==> config.mk <==
export PLATFORM = sky130hd
export DESIGN_NAME = clkrst_seq
export DESIGN_NICKNAME = d
export VERILOG_FILES = /design/src/rtl/clkrst_seq.sv
export SDC_FILE = /design/constraint.sdc
export NUM_CORES = 1
export LEC_CHECK = 0
export BUFFER_PORTS_ARGS = -buffer_cell sky130_fd_sc_hd__buf_2
export CORE_MARGIN = 4
export CORE_UTILIZATION = 50
export CTS_BUF_LIST = sky130_fd_sc_hd__clkbuf_4 sky130_fd_sc_hd__clkbuf_8
export DETAILED_ROUTE_END_ITERATION = 8
export PLACE_DENSITY_LB_ADDON = 0.05
export SETUP_SLACK_MARGIN = 0.05
export SYNTH_ARGS = -nofsm -noshare
export SYNTH_HDL_FRONTEND = slang
export SYNTH_SLANG_ARGS = --single-unit
==> constraint.sdc <==
create_clock -name clock -period 2.2 [get_ports clock]
set_clock_uncertainty 0.2 [all_clocks]
set_input_delay 0.11 -clock clock [delete_from_list [all_inputs] [get_ports clock]]
set_output_delay 0.11 -clock clock [all_outputs]
set_load 0.01 [all_outputs]
==> src/rtl/clkrst_seq.sv <==
// -----------------------------------------------------------------------------
// clkrst_seq
//
// Clock-enable and reset sequencer placed behind the board PLL wrapper.
// Qualifies the PLL lock indication, keeps every downstream channel in reset
// until lock has been stable for LOCK_CYCLES cycles, then releases the
// per-channel resets one after another, STAGGER cycles apart. A released
// channel receives a clock-enable strobe every div_i cycles. Losing lock
// re-asserts every reset and bumps a saturating debug counter.
//
// Optional feature macro: CLKRST_SEQ_LOCK_SYNC_EN
//   defined     -> pll_locked passes through a two-flop synchroniser
//                  (adds two cycles to lock acquisition and lock-loss response)
//   not defined -> pll_locked is used directly as the qualified lock
//
// Parameters:
//   NUM_CH       number of channels (1..4)
//   DIV_W        width of one divisor field
//   DIVS         packed divisors, channel i at [i*DIV_W +: DIV_W]; 0 acts as 1
//   LOCK_CYCLES  qualified-lock cycles needed before the first release (>=1)
//   STAGGER      cycles between successive channel releases (>=1)
//
// Ports:
//   clock       in   PLL output clock, sole clock
//   reset       in   synchronous, active-high reset
//   pll_locked  in   raw PLL lock indicator (may be asynchronous)
//   rst_out     out  per-channel reset, active-high
//   ce          out  per-channel clock-enable strobe
//   ready       out  high once every channel is released
//   lock_loss   out  saturating count of lock losses after release began
// -----------------------------------------------------------------------------
module clkrst_seq #(
    parameter int                       NUM_CH      = 3,
    parameter int                       DIV_W       = 8,
    parameter logic [NUM_CH*DIV_W-1:0]  DIVS        = {8'd1, 8'd2, 8'd4},
    parameter int                       LOCK_CYCLES = 1024,
    parameter int                       STAGGER     = 16
) (
    input  logic              clock,
    input  logic              reset,
    input  logic              pll_locked,
    output logic [NUM_CH-1:0] rst_out,
    output logic [NUM_CH-1:0] ce,
    output logic              ready,
    output logic [7:0]        lock_loss
);

    // One counter serves both the lock-stability count and the stagger count,
    // so it must hold the larger of the two limits.
    localparam int CNT_MAX = (LOCK_CYCLES > STAGGER) ? LOCK_CYCLES : STAGGER;
    localparam int CNT_W   = $clog2(CNT_MAX + 1);
    localparam int IDX_W   = (NUM_CH > 1) ? $clog2(NUM_CH) : 1;

    localparam logic [CNT_W-1:0] LOCK_LIMIT = CNT_W'(LOCK_CYCLES);
    localparam logic [CNT_W-1:0] STAG_LIMIT = CNT_W'(STAGGER);
    localparam logic [CNT_W-1:0] CNT_ONE    = CNT_W'(1);
    localparam logic [IDX_W-1:0] LAST_IDX   = IDX_W'(NUM_CH - 1);
    localparam logic [IDX_W-1:0] IDX_ONE    = IDX_W'(1);

    typedef enum logic [1:0] {
        WAIT_LOCK = 2'd0,
        STABLE    = 2'd1,
        RELEASE   = 2'd2,
        RUN       = 2'd3
    } state_t;

    state_t             r_state;
    state_t             w_state_nxt;
    logic [CNT_W-1:0]   r_cnt;
    logic [CNT_W-1:0]   w_cnt_nxt;
    logic [IDX_W-1:0]   r_idx;
    logic [IDX_W-1:0]   w_idx_nxt;
    logic [NUM_CH-1:0]  r_rst_out;
    logic [NUM_CH-1:0]  w_rst_nxt;
    logic               r_ready;
    logic               w_ready_nxt;
    logic [7:0]         r_lock_loss;
    logic [7:0]         w_ll_nxt;
    logic               w_drop;
    logic               w_lk;

    // -------------------------------------------------------------------------
    // Lock qualification
    // -------------------------------------------------------------------------
`ifdef CLKRST_SEQ_LOCK_SYNC_EN
    logic [1:0] r_lock_sync;

    // Two-flop synchroniser for the asynchronous PLL lock indicator.
    always_ff @(posedge clock) begin
        if (reset) begin
            r_lock_sync <= 2'b00;
        end else begin
            r_lock_sync <= {r_lock_sync[0], pll_locked};
        end
    end

    assign w_lk = r_lock_sync[1];
`else
    assign w_lk = pll_locked;
`endif

    // -------------------------------------------------------------------------
    // Sequencer FSM
    // -------------------------------------------------------------------------

    // Next-state, counter, release mask, ready and lock-loss computation.
    always_comb begin
        w_state_nxt = r_state;
        w_cnt_nxt   = r_cnt;
        w_idx_nxt   = r_idx;
        w_rst_nxt   = r_rst_out;
        w_ready_nxt = r_ready;
        w_ll_nxt    = r_lock_loss;
        w_drop      = 1'b0;

        case (r_state)
            WAIT_LOCK: begin
                w_rst_nxt   = {NUM_CH{1'b1}};
                w_ready_nxt = 1'b0;
                w_idx_nxt   = '0;
                if (w_lk) begin
                    // The sampling edge itself is the first stable cycle.
                    w_state_nxt = STABLE;
                    w_cnt_nxt   = CNT_ONE;
                end else begin
                    w_cnt_nxt   = '0;
                end
            end

            STABLE: begin
                if (!w_lk) begin
                    // Glitch before release: restart quietly, not counted.
                    w_state_nxt = WAIT_LOCK;
                    w_cnt_nxt   = '0;
                end else if (r_cnt == LOCK_LIMIT) begin
                    w_state_nxt  = RELEASE;
                    w_cnt_nxt    = CNT_ONE;
                    w_idx_nxt    = '0;
                    w_rst_nxt[0] = 1'b0;
                    // With a single channel the first release is the last one.
                    w_ready_nxt  = (NUM_CH == 1);
                end else begin
                    w_cnt_nxt = r_cnt + CNT_ONE;
                end
            end

            RELEASE: begin
                if (!w_lk) begin
                    w_drop = 1'b1;
                end else if (r_idx == LAST_IDX) begin
                    // All channels are out of reset; settle into RUN.
                    w_state_nxt = RUN;
                end else if (r_cnt == STAG_LIMIT) begin
                    w_idx_nxt   = r_idx + IDX_ONE;
                    w_cnt_nxt   = CNT_ONE;
                    w_ready_nxt = ((r_idx + IDX_ONE) == LAST_IDX);
                    for (int c = 0; c < NUM_CH; c++) begin
                        if (c == (int'(r_idx) + 1)) begin
                            w_rst_nxt[c] = 1'b0;
                        end else begin
                            w_rst_nxt[c] = r_rst_out[c];
                        end
                    end
                end else begin
                    w_cnt_nxt = r_cnt + CNT_ONE;
                end
            end

            RUN: begin
                if (!w_lk) begin
                    w_drop = 1'b1;
                end else begin
                    w_state_nxt = RUN;
                end
            end

            default: begin
                w_state_nxt = WAIT_LOCK;
                w_cnt_nxt   = '0;
                w_idx_nxt   = '0;
                w_rst_nxt   = {NUM_CH{1'b1}};
                w_ready_nxt = 1'b0;
            end
        endcase

        // Lock lost after release began: full re-entry into reset, counted.
        if (w_drop) begin
            w_state_nxt = WAIT_LOCK;
            w_cnt_nxt   = '0;
            w_idx_nxt   = '0;
            w_rst_nxt   = {NUM_CH{1'b1}};
            w_ready_nxt = 1'b0;
            w_ll_nxt    = (r_lock_loss == 8'hFF) ? r_lock_loss
                                                 : (r_lock_loss + 8'd1);
        end else begin
            w_ll_nxt    = r_lock_loss;
        end
    end

    // FSM state, counters and registered control outputs.
    always_ff @(posedge clock) begin
        if (reset) begin
            r_state     <= WAIT_LOCK;
            r_cnt       <= '0;
            r_idx       <= '0;
            r_rst_out   <= {NUM_CH{1'b1}};
            r_ready     <= 1'b0;
            r_lock_loss <= 8'd0;
        end else begin
            r_state     <= w_state_nxt;
            r_cnt       <= w_cnt_nxt;
            r_idx       <= w_idx_nxt;
            r_rst_out   <= w_rst_nxt;
            r_ready     <= w_ready_nxt;
            r_lock_loss <= w_ll_nxt;
        end
    end

    assign rst_out   = r_rst_out;
    assign ready     = r_ready;
    assign lock_loss = r_lock_loss;

    // -------------------------------------------------------------------------
    // Per-channel clock-enable dividers
    // -------------------------------------------------------------------------
    for (genvar g = 0; g < NUM_CH; g++) begin : g_ch
        localparam logic [DIV_W-1:0] DIV_RAW  = DIVS[g*DIV_W +: DIV_W];
        // A zero divisor behaves like a divisor of one.
        localparam logic [DIV_W-1:0] DIV_LAST = (DIV_RAW == '0) ? '0
                                              : (DIV_RAW - DIV_W'(1));

        logic [DIV_W-1:0] r_div_cnt;
        logic [DIV_W-1:0] w_div_nxt;
        logic             r_ce;
        logic             w_ce_nxt;

        // Divider count: pinned to zero while this channel is (or is about
        // to be) in reset, so it always starts from zero on release.
        always_comb begin
            if (r_rst_out[g] || w_rst_nxt[g]) begin
                w_div_nxt = '0;
            end else if (r_div_cnt == DIV_LAST) begin
                w_div_nxt = '0;
            end else begin
                w_div_nxt = r_div_cnt + DIV_W'(1);
            end
            // Registered strobe, timed as if decoded from the divider state.
            w_ce_nxt = (!w_rst_nxt[g]) && (w_div_nxt == DIV_LAST);
        end

        // Divider counter and strobe registers.
        always_ff @(posedge clock) begin
            if (reset) begin
                r_div_cnt <= '0;
                r_ce      <= 1'b0;
            end else begin
                r_div_cnt <= w_div_nxt;
                r_ce      <= w_ce_nxt;
            end
        end

        assign ce[g] = r_ce;
    end

endmodule

After elaboration in Yosys (flattened, before gate mapping)
Index checks and enable logic that the tools add are counted.
{"block": "totals", "wordCells": 108, "ff_bits": 54, "mem_count": 0, "latchBits": 0, "romBits": 0, "ramBits": 0, "output_inout_bits": 15}
{"block": "op_classes", "eq_ne": 23, "n_div": 0, "reduce_logical": 20, "bitwise_logic": 1, "mux": 45, "magnitude_cmp": 0, "multipliers": 0, "shift": 0, "addsub": 7}
{"op": "11-bit 2-to-1 mux", "n": 5}
{"op": "8-bit 2-to-1 mux", "n": 6}
{"op": "11-bit case mux with 3 select lines", "n": 1}
{"op": "8-bit by 1-bit adder with 8-bit output, second input constant", "n": 4}
{"op": "2-bit by 32-bit equality test with 1-bit output, first input constant", "n": 1}
{"op": "32-bit logical NOT", "n": 1}
{"op": "2-bit 2-to-1 mux", "n": 11}
{"op": "8-bit by 1-bit equality test with 1-bit output, second input constant", "n": 2}
{"op": "8-bit by 2-bit equality test with 1-bit output, second input constant", "n": 2}
{"op": "8-bit logical NOT", "n": 2}
{"op": "2-bit != test, second input constant", "n": 8}
{"op": "1-bit 2-to-1 mux", "n": 13}
{"op": "3-bit 2-to-1 mux", "n": 4}
{"op": "11-bit by 1-bit adder with 11-bit output, second input constant", "n": 1}
{"op": "11-bit equality test, second input constant", "n": 1}
{"op": "11-bit by 5-bit equality test with 1-bit output, second input constant", "n": 1}
{"op": "2-bit equality test, second input constant", "n": 4}
{"op": "8-bit equality test, second input constant", "n": 1}
{"op": "2-bit case mux with 4 select lines", "n": 1}
{"op": "1-bit case mux with 3 select lines", "n": 2}
{"op": "2-bit case mux with 3 select lines", "n": 1}
{"op": "6-bit AND reduction", "n": 1}
{"op": "5-bit AND reduction", "n": 1}
{"op": "2-bit case mux with 2 select lines", "n": 1}
{"op": "other kinds (14)", "n": 21}

Logic depth before layout (Yosys ltp)
Gate-level depths: netlist of the first run.
{"block": "logic_depth", "word_depth": 12, "ltp_mapped": 8, "depth_no_buf": 7}

Worst setup path before layout of the first run
Ideal clock, no wire load.
{"block": "synth_timing", "path_type": "reg-to-reg", "from": "register r_idx[0]", "to": "register r_cnt[10]", "required_ns": 1.875, "slack_ns": 0.282, "path_stages_with_launch": 8, "arrival_ns": 1.593, "setup_time_ns": 0.125, "cell_sequence": "dfxtp_1 > inv_1 > ha_1 > nand2b_1 > a21o_1 > a22o_1 > a31oi_4 > nor2_1"}
{"block": "synth_between", "elab_chain_cells": 3}
{"element": "start, declared", "line": "71", "rtl": "logic [IDX_W-1:0] r_idx;"}
{"element": "start signal, assigned", "line": "212", "rtl": "r_idx <= w_idx_nxt;"}
{"element": "2-bit equality test", "line": "150", "rtl": "end else if (r_idx == LAST_IDX) begin"}
{"element": "2-bit != test (no source line)"}
{"element": "3-bit AND reduction (no source line)"}
{"element": "end signal, assigned", "line": "211", "rtl": "r_cnt <= w_cnt_nxt;"}
{"element": "end, declared", "line": "69", "rtl": "logic [CNT_W-1:0] r_cnt;"}
Every way passes these cells.
A chain may end at the register's enable or synchronous reset.

Worst setup path in the final report of the first run
{"block": "layout_timing", "from": "register r_idx[0]", "to": "register r_cnt[7]"}
Same word-level chain as after synthesis.

==> results by group, run 1 <==
Synth
  – Syn Inst Count: between 300 and 400
  – Number of synthesis warnings: 0
  – Seq cells post-synth: 54
  – Post-synth net total: 336
  – Synth Cell Area: between 2000 and 3000 um2
  – Post-synthesis sequential area ratio: 39.0%
  – EDFF count, synth: 0
  – Top_reg_cell synth: dfxtp_1
  – Ys async rst share: 0%
  – Yosys cell types: about 50
  – Post-synthesis average cell area: 8.77 um2

Setup path
  – Crit-path slowest cell: dfxtp_2
  – Crit path DAT: 2.03 ns
  – Crit. End Element: register
  – CP max stage delay: 0.36 ns
  – Critical Path Start Type: register
  – WP data required: around 2.2 ns
  – Critical-path cell list: inv_1 -> ha_1 -> nand2b_1 -> a21o_1 -> a22o_1 -> a31oi_4 -> nor2_1
  – Worst-path maximum fanout: 5
  – WS Path Type: reg2reg

Min path
  – Hold Crit Class: in2reg

Drt
  – DRT Wirelength: 5.14 mm
  – Top sig layer: met4
  – DRC errors left: 0
  – DRT met1 WL: 2.64 mm
  – DRT iter0 DRCs: between 100 and 150
  – DRT antenna net count: 0
  – First-pass detailed-route iteration total: 4
  – Met3 wire len: 217 um
  – Metal2 WL: around 2.2 mm
  – DR WL/cell: 12.5 um
  – Vias/cell: 5.26
  – Detailed-route via count: 2163

Die
  – Core area: ~5200 um2
  – Initial Util: ~53%
  – Core Rows: 26
  – Die X: 82.4 um
  – Top Ports: 18
  – Chip height: 82.4 um
  – Die area: 6800 um2

Clock network
  – CTS clk-pin slew, worst paths: ~0.1 ns
  – Num CTS Buffers: 5
  – Worst-skew pair later-pin latency: 0.31 ns
  – TritonCTS clock tree: yes
  – Clock Tree Buf Depth: 2
  – Root Driver: clkbuf_8
  – Sink Count: 54
  – H-tree depth: 2

Timing
  – Measured slew at the worst slew-check pin: 0.469 ns
  – Hold Fails Final Rpt: 0
  – Fin Setup TNS: 0 ns
  – Period minus WS final: roughly 2 ns
  – Worst setup margin: 0.168 ns
  – Relative slew slack: 68.8%
  – Max Transition Viols Final: 0
  – RSZ-0062 raised after global routing: false
  – Final Cycle Share: 92.4%
  – Endpoints failing setup: 0
  – Fmax: roughly 490 MHz

Global routing
  – Antenna violations before repair: 0
  – GR Util All Layers: between 15 and 20%
  – Total grt overflow: 0
  – Vias in the first global route: roughly 2000
  – Largest net degree at the start of global routing: 18
  – First-pass GRT wire length: 8.86 mm

Final layout
  – Finished Layout Cells: 411
  – Area grow syn2layout: 11.7%
  – Layout cells sized above 1: 13.5%
  – N_diodes: 0
  – Post-layout net count: 360
  – Finished Core Util: 59.1%

Power
  – Peak VDD IR: about 0.37 mV
  – Power per cell area: 599 nW/um2
  – Pleak: 1.16 nW

Outcome
  – Status: complete, no violations

Placement
  – Post-DP HPWL: 3.73 mm
  – Dpl ws: 0.0946 ns
  – Final GP Congestion: 0.811
  – Placed insts: 401
  – Port Buffer Count: 17

Flow run
  – Max-cap viol count: 0
## layer usage
metal	track usage [%]	vias up
met2	26.0	42
li1	-	1135
met5	0	-
met3	3.58	5
met4	5.15	0
met1	23.0	981
## critical path: cells and delay by family, from the launching register on
kind                       cells  cell delay, ns
and+or+nand+nor                2            0.27
adders and majority gates      1            0.26
DFF                            1            0.36
buffers and inverters          1            0.08
AOI/OAI and AO/OA              3            0.77
## cell families after synthesis
family	after synthesis	share of synthesized area (%)
adder cells (fa/ha/maj)	17	7.68
multiplexers	5	1.85
buffers and inverters	19	3.25
AO/OA/AOI/OAI	39	9.67
XOR/XNOR	35	11.1
flip-flops	54	39.0
AND/OR/NAND/NOR	147	27.5
## final timing paths
| kind | from | slack (ns) | to | depth (start not counted) |
|---|---|---|---|---|
| worst max-delay path | r_idx[0]$_SDFFE_PP0P_ | 0.17 | r_cnt[7]$_SDFFE_PP0P_ | 7 |
| worst max register to register | r_idx[0]$_SDFFE_PP0P_ | 0.17 | r_cnt[7]$_SDFFE_PP0P_ | 7 |
| worst min-delay path | pll_locked | 0.08 | r_cnt[0]$_SDFFE_PP0P_ | 3 |
| worst min register to register | g_ch[1].r_div_cnt[0]$_SDFF_PP0_ | 0.29 | g_ch[1].r_div_cnt[0]$_SDFF_PP0_ | 1 |
## power by group
part	leakage, nW	internal [mW]	switching [mW]	total [mW]
clock network	0.0585	0.341	0.325	0.666
logic	0.660	0.0704	0.111	0.182
registers	0.436	0.990	0.0147	1.00
## repair_timing
item	4_1_cts	5_1_grt
setup buffers	0	0
endpoints found under the hold margin	9	0
setup endpoints to repair	0	23
resized for setup	0	6
hold buffers	1	0
## stage by stage
stage          power, mW  hold slack (ns)  area (um2)
2_1_floorplan       1.15            0.120        2770
3_3_place_gp        1.19            0.264        2930
3_5_place_dp        1.19            0.266        2930
4_1_cts             1.86           0.0723        3050
5_1_grt             1.94           0.0886        3090
6_report            1.85           0.0780        3090
## cells in the mapped netlist (2+ instances only)
master	number	area [um2]
nor4_4	2	42.5
nand4_1	6	37.5
clkbuf_1	2	7.51
o211ai_1	2	15.0
o21bai_1	2	15.0
inv_1	13	48.8
xor2_1	16	140
nand3_1	20	100
nor2_1	59	221
xnor2_1	19	166
a31oi_1	4	25.0
a21oi_1	14	70.1
nor3b_1	2	15.0
and3_1	9	56.3
nor2b_1	3	18.8
o2bb2ai_1	2	17.5
o21ai_0	3	15.0
nor3_1	9	45.0
or3_1	2	12.5
nor4b_1	3	26.3
buf_4	3	22.5
nand2b_1	3	18.8
ha_1	17	213
mux2i_1	4	40.0
nand2_1	20	75.1
dfxtp_1	54	1080
## registers in the layout, summed over array words and instances (netlist names)
signal          flops
g_ch.r_ce           3
lock_loss           8
r_state             2
r_idx               2
r_cnt              11
g_ch.r_div_cnt     24
rst_out             3
ready               1
## area by class of cell
cell class / count / area [um2]
fill: 474 / 2140
multi-input combinational: 244 / 1640
sequential: 54 / 1080
timing repair buffer: 22 / 125
tap: 70 / 87.6
clock buffer: 5 / 68.8
inverter: 13 / 48.8
clock inverter: 3 / 43.8
## layout by cell type, fill, tap and decap left out, types with 9 or more instances in the layout
cell     count
a21oi_1     13
and3_1       9
buf_2       17
dfxtp_1     52
ha_1        17
inv_1       13
nand2_1     20
nand3_1     20
nor2_1      59
nor3_1       9
xnor2_1     19
xor2_1      16
Power figures use the tool's default switching activity.
==> run 2: changes to the inputs <==
--- a/config.mk
+++ b/config.mk
@@ -5,13 +5,13 @@
 export SDC_FILE = /design/constraint.sdc
 export NUM_CORES = 1
 export LEC_CHECK = 0
+export ABC_AREA = 1
 export BUFFER_PORTS_ARGS = -buffer_cell sky130_fd_sc_hd__buf_2
 export CORE_MARGIN = 4
 export CORE_UTILIZATION = 50
 export CTS_BUF_LIST = sky130_fd_sc_hd__clkbuf_4 sky130_fd_sc_hd__clkbuf_8
 export DETAILED_ROUTE_END_ITERATION = 8
 export PLACE_DENSITY_LB_ADDON = 0.05
-export SETUP_SLACK_MARGIN = 0.05
 export SYNTH_ARGS = -nofsm -noshare
 export SYNTH_HDL_FRONTEND = slang
 export SYNTH_SLANG_ARGS = --single-unit
==> results by group, run 2 <==
Outcome
  – Status: complete, no violations

Synth
  – Yosys top cell by area: dfxtp_1
  – EDFF count, synth: 0
  – List of most frequent post-synthesis cells: nand2_1, nor2_1, dfxtp_1
  – Area share of the largest cell type after synthesis: between 30% and 40%
  – Top cells by area, synth: dfxtp_1, nand2_1, nor2_1, ha_1, inv_1
  – Number of synthesis warnings: 0
  – Post-synthesis average cell area: 6.83 um2
  – Count leader, synth: nand2_1
  – Yosys cell types: 29
  – Post-synthesis sequential area ratio: 36.7%
  – Top_reg_cell synth: dfxtp_1
  – Ys async rst share: 0%
  – Seq cells post-synth: 54
  – Synth Cell Area: 2950 um2
  – Syn Inst Count: 432
  – Post-synth net total: 452

Global routing
  – Largest net degree at the start of global routing: 23
  – Vias in the first global route: 2340
  – GR Util All Layers: 17.0%
  – First-pass GRT wire length: 10.2 mm
  – Total grt overflow: 0
  – Antenna violations before repair: 0

Clock network
  – Sink Count: 54
  – TritonCTS clock tree: yes
  – Num CTS Buffers: 5
  – Worst-skew pair later-pin latency: ~0.31 ns
  – Root Driver: clkbuf_8
  – H-tree depth: 2
  – CTS clk-pin slew, worst paths: 0.10 ns
  – Clock Tree Buf Depth: 2
  – Post-CTS Setup Repair Bufs: 0

Setup path
  – Crit-path slowest cell: dfxtp_1
  – Crit path DAT: about 2 ns
  – Cell family with most CP delay: simple AND/OR/NAND/NOR gates
  – Crit. End Element: register
  – Critical-path cell list: inv_1 -> ha_2 -> nor2_2 -> nor2_2 -> nor2_1 -> nand2_2 -> nor2_2 -> nand2_1 -> nor3_1
  – WS Path Type: reg2reg
  – WP data required: roughly 2.2 ns
  – Critical Path Start Type: register
  – Worst-path maximum fanout: 9
  – Most used cell, CP: nor2_2
  – WP buf/inv: 1
  – CP max stage delay: 0.39 ns

Final layout
  – Layout cells sized above 1: between 10% and 20%
  – Largest register FFs: 24
  – N_diodes: 0
  – Post-layout net count: 471
  – Design Area, Final: around 3200 um2
  – Area grow syn2layout: 8.91%
  – Largest Register: g_ch.r_div_cnt
  – Most common cell after layout, fill and taps aside: nand2_1
  – Most frequent cells in the layout: nand2_1, nor2_1, dfxtp_1

Timing
  – Fin Setup TNS: 0 ns
  – Worst hold margin: 0.0832 ns
  – Endpoints failing setup: 0
  – Hold Fails Final Rpt: 0
  – Period minus WS final: a little under 2 ns
  – Measured slew at the worst slew-check pin: 0.378 ns
  – Fmax: 519 MHz
  – Relative slew slack: around 75%
  – RSZ-0062 raised after global routing: false
  – Final Cycle Share: 87.6%
  – Max Transition Viols Final: 0

Flow run
  – Max-cap viol count: 0

Power
  – Power per cell area: 822 nW/um2
  – Pleak: 1.39 nW
  – Tot Pwr: 2.64 mW
  – Peak VDD IR: 0.671 mV

Drt
  – DRT iter0 DRCs: 82
  – DRT antenna net count: 0
  – DR WL/cell: 11.1 um
  – Vias/cell: 4.95
  – DRC errors left: 0
  – DRT Wirelength: 5.79 mm
  – First-pass detailed-route iteration total: 4
  – Detailed-route via count: around 2600

Die
  – Core area: approximately 5600 um2
  – Top Ports: 18
  – Die X: 84.8 um
  – Core Rows: 27
  – Chip height: 84.8 um
  – Initial Util: 52.6%
  – Die area: 7190 um2

Placement
  – Final GP Congestion: 0.809
  – Cell Area, Placed: 3080 um2
  – Port Buffer Count: 17
  – Post-DP HPWL: 4.44 mm

Min path
  – Hold Crit Class: in2reg
==> run 2: cell type report <==
| type | count | area, um2 |
|---|---|---|
| clock inverter | 2 | 37.5 |
| inverter | 59 | 221 |
| multi-input combinational | 311 | 1600 |
| clock buffer | 6 | 76.3 |
| sequential | 54 | 1080 |
| timing repair buffer | 20 | 110 |
| fill | 579 | 2400 |
| tap | 72 | 90.1 |
==> run 2: logic make-up (layout without fill, tap and decap cells) <==
group / count (synthesis) / in the layout / share of synthesized area, %
compound gates: 32 / 32 / 6.02
flops: 54 / 54 / 36.7
xor+xnor: 13 / 13 / 3.86
fa+ha+maj: 17 / 17 / 7.21
buf+inv: 67 / 87 / 9.42
simple gates: 249 / 249 / 36.8
==> run 2: worst min-delay path: stages <==
cell,delay [ns]
buf_2,0.18
nor2_2,0.09
nand4_1,0.10
a21oi_1,0.07
==> run 2: where the power goes <==
| part | internal, mW | total, mW | switching, mW | leakage (nW) |
|---|---|---|---|---|
| registers | 1.05 | 1.12 | 0.0687 | 0.436 |
| logic | 0.284 | 0.853 | 0.569 | 0.894 |
| clock network | 0.352 | 0.670 | 0.318 | 0.0548 |
| total | 1.68 | 2.64 | 0.956 | 1.39 |
==> run 2: through the flow <==
step | cells | setup WS [ns] | utilization (%)
finish | 524 | 0.274 | 57.3
global route | 524 | 0.0847 | 57.3
CTS | 524 | 0.145 | 57.2
detailed placement | 515 | 0.167 | 55.0
global placement | 515 | 0.259 | 55.0
floorplan | 432 | 0.403 | -
==> run 2: worst paths after layout <==
path / from / to / slack [ns] / cells after the start
worst min register to register: rst_out[0]$_SDFF_PP1_ / g_ch[0].r_div_cnt[1]$_SDFF_PP0_ / 0.29 / 1
worst min-delay path: pll_locked / lock_loss[6]$_SDFFE_PP0P_ / 0.08 / 4
worst max register to register: r_state[0]$_SDFFE_PP0P_ / g_ch[1].r_div_cnt[2]$_SDFF_PP0_ / 0.27 / 9
worst max-delay path: r_state[0]$_SDFFE_PP0P_ / g_ch[1].r_div_cnt[2]$_SDFF_PP0_ / 0.27 / 9
==> run 2: per-layer routing <==
metal	track usage (%)	share of wire, %
met2	26.6	42
met5	0	0
met4	4.32	1.4
met3	3.93	3.2
met1	23.7	53
==> run 2: repair_timing <==
action / 4_1_cts / 5_1_grt
gates resized for setup: 0 / 2
setup endpoints to repair: 0 / 2
hold buffers: 1 / 0
hold endpoints to repair: 1 / 0
==> run 3: changes to the inputs <==
--- a/config.mk
+++ b/config.mk
@@ -7,7 +7,7 @@
 export LEC_CHECK = 0
 export ABC_AREA = 1
 export BUFFER_PORTS_ARGS = -buffer_cell sky130_fd_sc_hd__buf_2
-export CORE_MARGIN = 4
+export CORE_MARGIN = 5
 export CORE_UTILIZATION = 50
 export CTS_BUF_LIST = sky130_fd_sc_hd__clkbuf_4 sky130_fd_sc_hd__clkbuf_8
 export DETAILED_ROUTE_END_ITERATION = 8
==> results by group, run 3 (synthesis gave the netlist of run 2 again) <==
Drt
  – Detailed-route via count: 2555
  – DRT Wirelength: ~5.8 mm
  – Vias/cell: between 4 and 5
  – DRT antenna net count: 0
  – DR WL/cell: 11.0 um
  – DRT iter0 DRCs: 91
  – DRC errors left: 0
  – First-pass detailed-route iteration total: 4

Timing
  – Measured slew at the worst slew-check pin: 0.370 ns
  – Hold Fails Final Rpt: 0
  – Endpoints failing setup: 0
  – Fmax: 517 MHz
  – Relative slew slack: 75.3%
  – Final Cycle Share: 87.9%
  – Max Transition Viols Final: 0
  – RSZ-0062 raised after global routing: false
  – Period minus WS final: 1.93 ns
  – Fin Setup TNS: 0 ns

Power
  – Sequential fraction of design power: 42.2%
  – Pleak: about 1.4 nW
  – Sw Pwr: 0.945 mW
  – Power per cell area: 822 nW/um2
  – Peak VDD IR: 0.618 mV
  – Combinational share of power: about a third
  – Clock share of power: between 20% and 30%
  – Net Sw Frac: 35.8%
  – Internal: 1.70 mW

Clock network
  – Sink Count: 54
  – CTS clk-pin slew, worst paths: 0.09 ns
  – Clock Tree Buf Depth: 2
  – Num CTS Buffers: 5
  – H-tree depth: 2
  – TritonCTS clock tree: yes
  – Post-CTS Setup Repair Bufs: 0
  – Root Driver: clkbuf_8
  – Worst-skew pair later-pin latency: between 0.3 and 0.4 ns

Global routing
  – Vias in the first global route: around 2300
  – First-pass GRT wire length: 10.3 mm
  – Antenna violations before repair: 0
  – Total grt overflow: 0
  – GR Util All Layers: 16.8%
  – Largest net degree at the start of global routing: 23

Setup path
  – Worst R2R Path Depth: 10
  – Crit path capture: g_ch[2].r_ce$_SDFF_PP0_
  – Crit. End Element: register
  – Worst R2R Start: r_state[0]$_SDFFE_PP0P_
  – WP data required: 2.21 ns
  – Critical Path Start Type: register
  – FF-to-FF End: g_ch[2].r_ce$_SDFF_PP0_
  – WS Path Type: reg2reg
  – Worst-path maximum fanout: 9
  – Crit path DAT: 1.95 ns
  – Worst reg-to-reg setup slack: around 0.27 ns
  – Worst setup path start: r_state[0]$_SDFFE_PP0P_

Final layout
  – N_diodes: 0
  – Post-layout net count: 471
  – Layout cells sized above 1: a little under an eighth
  – Largest register FFs: 24
  – Most common cell after layout, fill and taps aside: nand2_1
  – Most frequent cells in the layout: nand2_1, nor2_1, dfxtp_1
  – Area grow syn2layout: 8.95%
  – Finished Layout Cells: roughly 530
  – Largest Register: g_ch.r_div_cnt

Die
  – Top Ports: 18
  – Initial Util: about half
  – Core Rows: 28
  – Chip height: 86.8 um
  – Die area: 7530 um2
  – Die X: 86.8 um
  – Core area: around 5800 um2

Placement
  – Port Buffer Count: 17
  – Placed insts: just over 500
  – Final GP Congestion: 0.847
  – Post-DP HPWL: about 4.5 mm

Min path
  – Hold Crit Class: in2reg

Flow run
  – Max-cap viol count: 0

Outcome
  – Status: complete, no violations
[run 3: cell types whose count changed in the layout (fill, tap and decap cells not counted), sizes merged]
cell	delta
clkbuf	+1
clkinvlp	-1
[run 3: worst min-delay path by stage]
| stage | depth (start not counted) | end | slack, ns | startpoint |
|---|---|---|---|---|
| 6_report | 5 | r_cnt[0]$_SDFFE_PP0P_ | 0.08 | pll_locked |
| 5_1_grt | 4 | rst_out[1]$_SDFF_PP1_ | 0.11 | pll_locked |
| 4_1_cts | 5 | r_cnt[0]$_SDFFE_PP0P_ | 0.06 | pll_locked |
| 3_5_place_dp | 1 | g_ch[0].r_div_cnt[1]$_SDFF_PP0_ | 0.27 | rst_out[0]$_SDFF_PP1_ |
| 3_3_place_gp | 1 | g_ch[0].r_div_cnt[1]$_SDFF_PP0_ | 0.26 | rst_out[0]$_SDFF_PP1_ |
| 2_1_floorplan | 1 | g_ch[2].r_div_cnt[0]$_SDFF_PP0_ | -0.01 | reset |
[run 3: power groups by stage]
stage | clock [mW] | sequential, mW | combinational (mW)
floorplan | 0 | 1.13 | 0.662
global placement | 0 | 1.14 | 0.839
detailed placement | 0 | 1.14 | 0.850
CTS | 0.709 | 1.11 | 0.858
global route | 0.750 | 1.12 | 0.995
finish | 0.674 | 1.11 | 0.854
[run 3: what timing repair did]
action	4_1_cts	5_1_grt
hold endpoints to repair	2	0
hold buffers	1	0
gates resized for setup	0	1
setup endpoints to repair	0	4
[run 3: final cells by class]
type                            count  area, um2
Tap cell                           75       93.8
Sequential cell                    54       1080
Clock inverter                      1       30.0
Inverter                           59        221
Multi-Input combinational cell    311       1590
Timing Repair Buffer               20        110
Clock buffer                        7       83.8
Fill cell                         602       2600
[run 3: metrics by stage]
| stage | hold slack (ns) | worst slack, ns | power (mW) | instance area (um2) | util (%) |
|---|---|---|---|---|---|
| after floorplan | -0.0113 | 0.403 | 1.80 | 2950 | - |
| after global placement | 0.263 | 0.262 | 1.97 | 3090 | 53.1 |
| after detailed placement | 0.265 | 0.188 | 1.99 | 3090 | 53.1 |
| after CTS | 0.0623 | 0.174 | 2.68 | 3210 | 55.2 |
| after global routing | 0.114 | 0.0786 | 2.87 | 3210 | 55.2 |
| final | 0.0793 | 0.265 | 2.64 | 3210 | 55.2 |
[run 3: metal layers]
metal | vias up | wire length [um] | track usage [%]
met1 | 1131 | 2970 | 22.7
met5 | - | 0 | 0
met2 | 24 | 2590 | 26.9
li1 | 1396 | - | -
met3 | 4 | 182 | 3.52
met4 | 0 | 32 | 4.82
[run 3: worst max-delay path: stages (launching register included)]
cell	delay, ns
dfxtp_1	0.38
inv_1	0.09
ha_2	0.26
nor2_2	0.13
nor2_2	0.08
nor2_1	0.22
inv_2	0.12
nor2_2	0.14
o31ai_1	0.09
nand3_1	0.08
nor2_1	0.04
